`config.mk`:
```
export PLATFORM = sky130hd
export DESIGN_NAME = rvx10_instr_encoder
export DESIGN_NICKNAME = d
export VERILOG_FILES = /design/src/rtl/rvx10_instr_encoder.sv
export SDC_FILE = /design/constraint.sdc
export NUM_CORES = 1
export LEC_CHECK = 0
export CORE_MARGIN = 2
export CORE_UTILIZATION = 60
export DETAILED_ROUTE_END_ITERATION = 10
export DONT_BUFFER_PORTS = 1
export PLACE_DENSITY = 0.76
export SLEW_MARGIN = 40
export SYNTH_ARGS = -nofsm -noshare
export SYNTH_HDL_FRONTEND = slang
export SYNTH_SLANG_ARGS = --single-unit
export TNS_END_PERCENT = 30
```
`constraint.sdc`:
```
create_clock -name clk -period 3.35 [get_ports clk]
set_input_delay 0.67 -clock clk [delete_from_list [all_inputs] [get_ports clk]]
set_output_delay 0.67 -clock clk [all_outputs]
set_load 0.01 [all_outputs]
```
`src/rtl/rvx10_instr_encoder.sv`:
```
// Encodes ALU control codes into R-type / RVX10 instruction words and streams them, with byte
// addresses, through a small FIFO. Optional head re-decode self-check: RVX10_ENC_CHECK_EN.
module rvx10_instr_encoder #(
  parameter int          DEPTH     = 4,
  parameter logic [31:0] BASE_ADDR = 32'h0
) (
  input  logic        clk,
  input  logic        reset,
  input  logic        flush,
  input  logic        in_valid,
  output logic        in_ready,
  input  logic [4:0]  in_op,
  input  logic [4:0]  in_rd,
  input  logic [4:0]  in_rs1,
  input  logic [4:0]  in_rs2,
  output logic        out_valid,
  input  logic        out_ready,
  output logic [31:0] out_instr,
  output logic [31:0] out_addr,
  output logic        err_illegal,
  output logic [15:0] word_count,
  output logic        chk_err
);
  localparam int AW = $clog2(DEPTH);
  localparam int CW = AW + 1;

  localparam logic [6:0] OPC_BASE  = 7'b0110011;
  localparam logic [6:0] OPC_RVX10 = 7'b0001011;

  // Handshakes: a transfer happens on a rising edge where valid & ready are both 1; valid
  // never depends on ready, and in_ready depends only on registered FIFO occupancy.

  logic [31:0]   r_mem [DEPTH];
  logic [AW-1:0] r_wptr, r_rptr;
  logic [CW-1:0] r_count;
  logic [31:0]   r_addr;
  logic          r_err_illegal;
  logic [15:0]   r_word_count;

  logic          w_legal;
  logic [6:0]    w_opcode;
  logic [6:0]    w_f7;
  logic [2:0]    w_f3;
  logic [4:0]    w_rs2;
  logic [31:0]   w_word;
  logic          w_accept;
  logic          w_push;
  logic          w_pop;

  always_comb begin
    w_legal  = 1'b1;
    w_opcode = OPC_RVX10;
    w_f7     = 7'd0;
    w_f3     = 3'd0;
    w_rs2    = in_rs2;
    case (in_op)
      5'b00000: begin w_opcode = OPC_BASE; end
      5'b00001: begin w_opcode = OPC_BASE; w_f7 = 7'b0100000; end
      5'b00010: begin w_opcode = OPC_BASE; w_f3 = 3'b111; end
      5'b00011: begin w_opcode = OPC_BASE; w_f3 = 3'b110; end
      5'b00101: begin w_opcode = OPC_BASE; w_f3 = 3'b010; end
      5'b01000: begin w_f3 = 3'b000; end
      5'b01001: begin w_f3 = 3'b001; end
      5'b01010: begin w_f3 = 3'b010; end
      5'b01011: begin w_f7 = 7'd1; w_f3 = 3'b000; end
      5'b01100: begin w_f7 = 7'd1; w_f3 = 3'b001; end
      5'b01101: begin w_f7 = 7'd1; w_f3 = 3'b010; end
      5'b01110: begin w_f7 = 7'd1; w_f3 = 3'b011; end
      5'b01111: begin w_f7 = 7'd2; w_f3 = 3'b000; end
      5'b10000: begin w_f7 = 7'd2; w_f3 = 3'b001; end
      5'b10001: begin w_f7 = 7'd3; w_f3 = 3'b000; w_rs2 = 5'd0; end
      default:  begin w_legal = 1'b0; end
    endcase
    w_word = {w_f7, w_rs2, in_rs1, w_f3, in_rd, w_opcode};
  end

  assign in_ready    = (r_count != CW'(DEPTH));
  assign out_valid   = (r_count != '0);
  assign out_instr   = out_valid ? r_mem[r_rptr] : 32'd0;
  assign out_addr    = r_addr;
  assign err_illegal = r_err_illegal;
  assign word_count  = r_word_count;

  // Transfers coinciding with reset or flush are dropped.
  assign w_accept = in_valid & in_ready & reset & ~flush;
  assign w_push   = w_accept & w_legal;
  assign w_pop    = out_valid & out_ready & reset & ~flush;

  always_ff @(posedge clk) begin
    if (w_push) r_mem[r_wptr] <= w_word;
  end

  always_ff @(posedge clk) begin
    if (!reset || flush) begin
      r_wptr        <= '0;
      r_rptr        <= '0;
      r_count       <= '0;
      r_addr        <= BASE_ADDR;
      r_err_illegal <= 1'b0;
      r_word_count  <= 16'd0;
    end else begin
      if (w_push) r_wptr <= r_wptr + AW'(1);
      if (w_pop)  r_rptr <= r_rptr + AW'(1);
      case ({w_push, w_pop})
        2'b10:   r_count <= r_count + CW'(1);
        2'b01:   r_count <= r_count - CW'(1);
        default: r_count <= r_count;
      endcase
      if (w_accept && !w_legal) r_err_illegal <= 1'b1;
      if (w_pop) begin
        r_addr <= r_addr + 32'd4;
        if (r_word_count != 16'hFFFF) r_word_count <= r_word_count + 16'd1;
      end
    end
  end

`ifdef RVX10_ENC_CHECK_EN
  logic [4:0] r_mem_op [DEPTH];
  logic       r_chk_err;
  logic       w_dec_ok;
  logic [4:0] w_dec_op;
  logic [6:0] w_h_opc;
  logic [6:0] w_h_f7;
  logic [2:0] w_h_f3;

  // Independent inverse of the encoder table, applied to the FIFO head word.
  always_comb begin
    w_h_opc  = out_instr[6:0];
    w_h_f7   = out_instr[31:25];
    w_h_f3   = out_instr[14:12];
    w_dec_ok = 1'b1;
    w_dec_op = 5'd0;
    case ({w_h_opc, w_h_f7, w_h_f3})
      {OPC_BASE,  7'b0000000, 3'b000}: w_dec_op = 5'b00000;
      {OPC_BASE,  7'b0100000, 3'b000}: w_dec_op = 5'b00001;
      {OPC_BASE,  7'b0000000, 3'b111}: w_dec_op = 5'b00010;
      {OPC_BASE,  7'b0000000, 3'b110}: w_dec_op = 5'b00011;
      {OPC_BASE,  7'b0000000, 3'b010}: w_dec_op = 5'b00101;
      {OPC_RVX10, 7'b0000000, 3'b000}: w_dec_op = 5'b01000;
      {OPC_RVX10, 7'b0000000, 3'b001}: w_dec_op = 5'b01001;
      {OPC_RVX10, 7'b0000000, 3'b010}: w_dec_op = 5'b01010;
      {OPC_RVX10, 7'b0000001, 3'b000}: w_dec_op = 5'b01011;
      {OPC_RVX10, 7'b0000001, 3'b001}: w_dec_op = 5'b01100;
      {OPC_RVX10, 7'b0000001, 3'b010}: w_dec_op = 5'b01101;
      {OPC_RVX10, 7'b0000001, 3'b011}: w_dec_op = 5'b01110;
      {OPC_RVX10, 7'b0000010, 3'b000}: w_dec_op = 5'b01111;
      {OPC_RVX10, 7'b0000010, 3'b001}: w_dec_op = 5'b10000;
      {OPC_RVX10, 7'b0000011, 3'b000}: w_dec_op = 5'b10001;
      default:                         w_dec_ok = 1'b0;
    endcase
  end

  always_ff @(posedge clk) begin
    if (w_push) r_mem_op[r_wptr] <= in_op;
  end

  always_ff @(posedge clk) begin
    if (!reset || flush) begin
      r_chk_err <= 1'b0;
    end else if (w_pop && (!w_dec_ok || (w_dec_op != r_mem_op[r_rptr]))) begin
      r_chk_err <= 1'b1;
    end
  end

  assign chk_err = r_chk_err;
`else
  assign chk_err = 1'b0;
`endif

endmodule

```
==> impl_results.md <==
- Vias: between 3,000 and 4,000
- Fill cells: 740
- Antenna violations before repair: 0
- Setup CP Type: flip-flop to output port
- Final worst path period need: 2.88 ns
- Die footprint: between 10,000 and 15,000 um2
- Register-to-register setup slack: ~0.84 ns
- Post-CTS repair timing setup buffer count: 0
- YS warnings: 0
- Hold buffers post-CTS: 0
- Count of clock tree sinks: 148
- Synth area leaders: sky130_fd_sc_hd__edfxtp_1 (43%), sky130_fd_sc_hd__dfxtp_1 (17%), sky130_fd_sc_hd__mux4_2 (8.1%)
- Drt wl/cell: 18.7 um
- Endpoint kind of the worst setup timing path: output port
- H-tree lvl count: 4
- CP startpoint kind: flip-flop
- Most used DFF post-synth: sky130_fd_sc_hd__edfxtp_1
- Final weighted congestion in routability-driven placement: a little under 0.8
- Cell total after placement: between 600 and 700
- PnR Total Power: between 3000 and 4000 uW
- Clock tree from TritonCTS: built
- PostCTS Resize Cnt: 0
- Detailed-route DRC error count: 0
- Worst relative slew slack: 44.2%
- Number of storage elements in the synthesis netlist: around 150
- Number of iterations in the first detailed-routing pass: 5
- Synth-to-layout area growth: 10.2%
- Top cell type's share of synthesized area: 43.0%
- Area of the mapped netlist: ~6400 um2
- Core occupancy in the finished layout: 68.2%
- Share of synthesized flip-flops with an asynchronous set or reset: 0%
- Grt met1 use: 26.7%
- Vertical die dimension: around 110 um
- Sequential Area: a little under 4000 um2
- Data arrival time of the worst path: between 2 and 2.5 ns
- Number of antenna repair diodes: 0
- Setup TNS: 0 ns
- Source of the worst register-to-register timing path: r_count[2]
- Net count of the finished layout: 537
- Final hold vios: 0
- Post-synth top cells: sky130_fd_sc_hd__edfxtp_1 (92), sky130_fd_sc_hd__dfxtp_1 (56), sky130_fd_sc_hd__nor2_1 (55)
- Clock insertion delay at the later pin of the skew report: 0.52 ns
- Static Leak: 0.00225 uW
- Highest attainable clock frequency: 0.347 GHz
- Num ports: 109
- Placement Rows: 37
- Post-Route Skew: 0.00739 ns
- Overall routing resource usage: 22.6%
- Most heavily used metal layer in global routing: met2
- Number of slew-limit violations in the final report: 0
- Largest fanout of any net on the critical path: 13
- Fraction of the yosys area taken by sequential cells: 60.5%
- Number of global-route vias before repair: about 3,800
- Most instantiated library cell after synthesis: sky130_fd_sc_hd__edfxtp_1
- Global-route wire length before repair: 19,500 um
- Core Area: ~10,000 um2
- Worst reg2reg endpoint: r_count[2]
- Horizontal die dimension: 107 um
- Area of combinational cells with multiple inputs: 2340 um2
- Slew @ Worst Pin: 0.831 ns
- Number of buffers between clock root and the deepest sink: 2
- Clock transition time at the flip-flop clock pins of the worst setup and hold paths: roughly 0.060 ns
- Worst setup path endpoint: out_instr[17]
- Quantity of I/O buffers inserted on ports: 0
- Met3 Usage GRT: 8.66%
- Max VDD drop: 266 uV
- Final non-filler cell total: 653
- Syn Inst Count: about 500
- Detail-routed via count per cell: roughly 5.9
- Library cell with the largest summed area after synthesis: sky130_fd_sc_hd__edfxtp_1
- Run status: finished, final reports clean
- Initial Utilization: between 60% and 70%
- Detailed-placement wirelength estimate: 8020 um
- Met2 usage: a little under two fifths
- DRT iter0 DRCs: 234
- Number of enable flip-flop cells after synthesis: roughly 90
- Count of cells along the worst register-to-register path: 10
- Antenna-violating nets left: 0
- Share of layout cells above drive strength 1: 14.5%
- Fin crit share: 86.0%
- Unique cell type count in the Yosys netlist: 48
- Total setup violations reported at the end of the flow: 0
- Pin count of the biggest net entering global routing: 27
- CTS root buffer: sky130_fd_sc_hd__clkbuf_8
- Cell area power density: approximately 530 nW/um2
- Detailed Route WL: roughly 12,000 um
- Hold/Removal Path Class: input port to flip-flop
- Average instance area after synthesis: ~13 um2
- Grt ovf: 0
- Clock buffer count from CTS: 17
- Worst Path Required: 2.68 ns
- Max capacitance violation total: 0
- RSZ-0062 raised after global routing: false
-- cell families after synthesis --
logic type | after synthesis | synth area share (%)
adder cells (fa/ha/maj) | 8 | 1.68
buffers and inverters | 49 | 3.72
AND/OR/NAND/NOR | 194 | 16.2
AO/OA/AOI/OAI | 34 | 3.66
flip-flops | 148 | 60.5
other | 1 | 0.0584
multiplexers | 25 | 8.38
XOR/XNOR | 43 | 5.87
-- metrics by stage --
stage | instance area (um2) | hold slack (ns) | setup WS (ns)
floorplan | 6450 | 0.485 | 0.570
global placement | 6520 | 0.512 | 0.590
detailed placement | 6520 | 0.522 | 0.438
CTS | 7080 | 0.217 | 0.409
global route | 7080 | 0.204 | 0.325
finish | 7080 | 0.239 | 0.469
-- how the worst min path moves through the flow --
stage                         start      endpoint  cells after the start
after floorplan           r_rptr[1]     flip-flop                      2
after global placement    r_rptr[1]     r_rptr[1]                      2
after detailed placement  r_rptr[1]     flip-flop                      2
after CTS                 in_rs1[3]  r_mem[2][17]                      0
after global routing      in_rs1[4]  r_mem[0][18]                      0
final                     in_rs1[4]  r_mem[0][18]                      0
-- cells in the final DEF (no fill, tap or decap), drive strengths merged, types with 2 or more instances in the layout --
master and n:
nor3 7, edfxtp 92, and4 6, nor4 9, nand2b 4, and3 5
a211oi 2, nand2 23, buf 10, clkinvlp 7, ha 7, o21ai 7
dfxtp 56, bufinv 2, inv 15, a21oi 12, o32ai 2, or3 3
nand3 19, xor2 25, and2 12, conb 9, nand4 18, mux4 23
clkbuf 20, nor2b 27, nor2 55, mux2i 2, clkinv 2, xnor2 18
a31oi 2, or2 3
-- registers in the layout, summed over array words and instances, names as in the netlist, named ones only --
register     flops
err_illegal      1
out_addr        30
r_count          3
r_mem           92
r_rptr           2
r_wptr           2
word_count      16
-- power breakdown --
| part | switching [uW] | total [uW] | internal, uW |
|---|---|---|---|
| sequential | 3.85 | 1950 | 1940 |
| combinational | 51.0 | 77.3 | 26.3 |
| clock | 703 | 1760 | 1060 |
| total | 758 | 3780 | 3030 |
-- final cells by class --
type	instances	area share, %
Inverter	14	0.743
Multi-Input combinational cell	313	33.0
Sequential cell	148	54.9
Tap cell	136	2.40
Clock buffer	20	6.01
Clock inverter	12	1.87
Timing Repair Buffer	10	1.06
-- per-layer routing --
| metal | part of all wire [%] | routed length [um] |
|---|---|---|
| met1 | 40 | 4910 |
| met2 | 51 | 6250 |
| met3 | 7.0 | 853 |
| met4 | 1.4 | 171 |
| met5 | 0 | 0 |
-- worst max-delay path, stage by stage (launching register included) --
cell and delay (ns):
sky130_fd_sc_hd__dfxtp_2 0.57, sky130_fd_sc_hd__buf_4 0.37, sky130_fd_sc_hd__mux4_2 0.56, sky130_fd_sc_hd__nor2b_1 0.18
No activity file was read; power rests on OpenSTA's default activity.
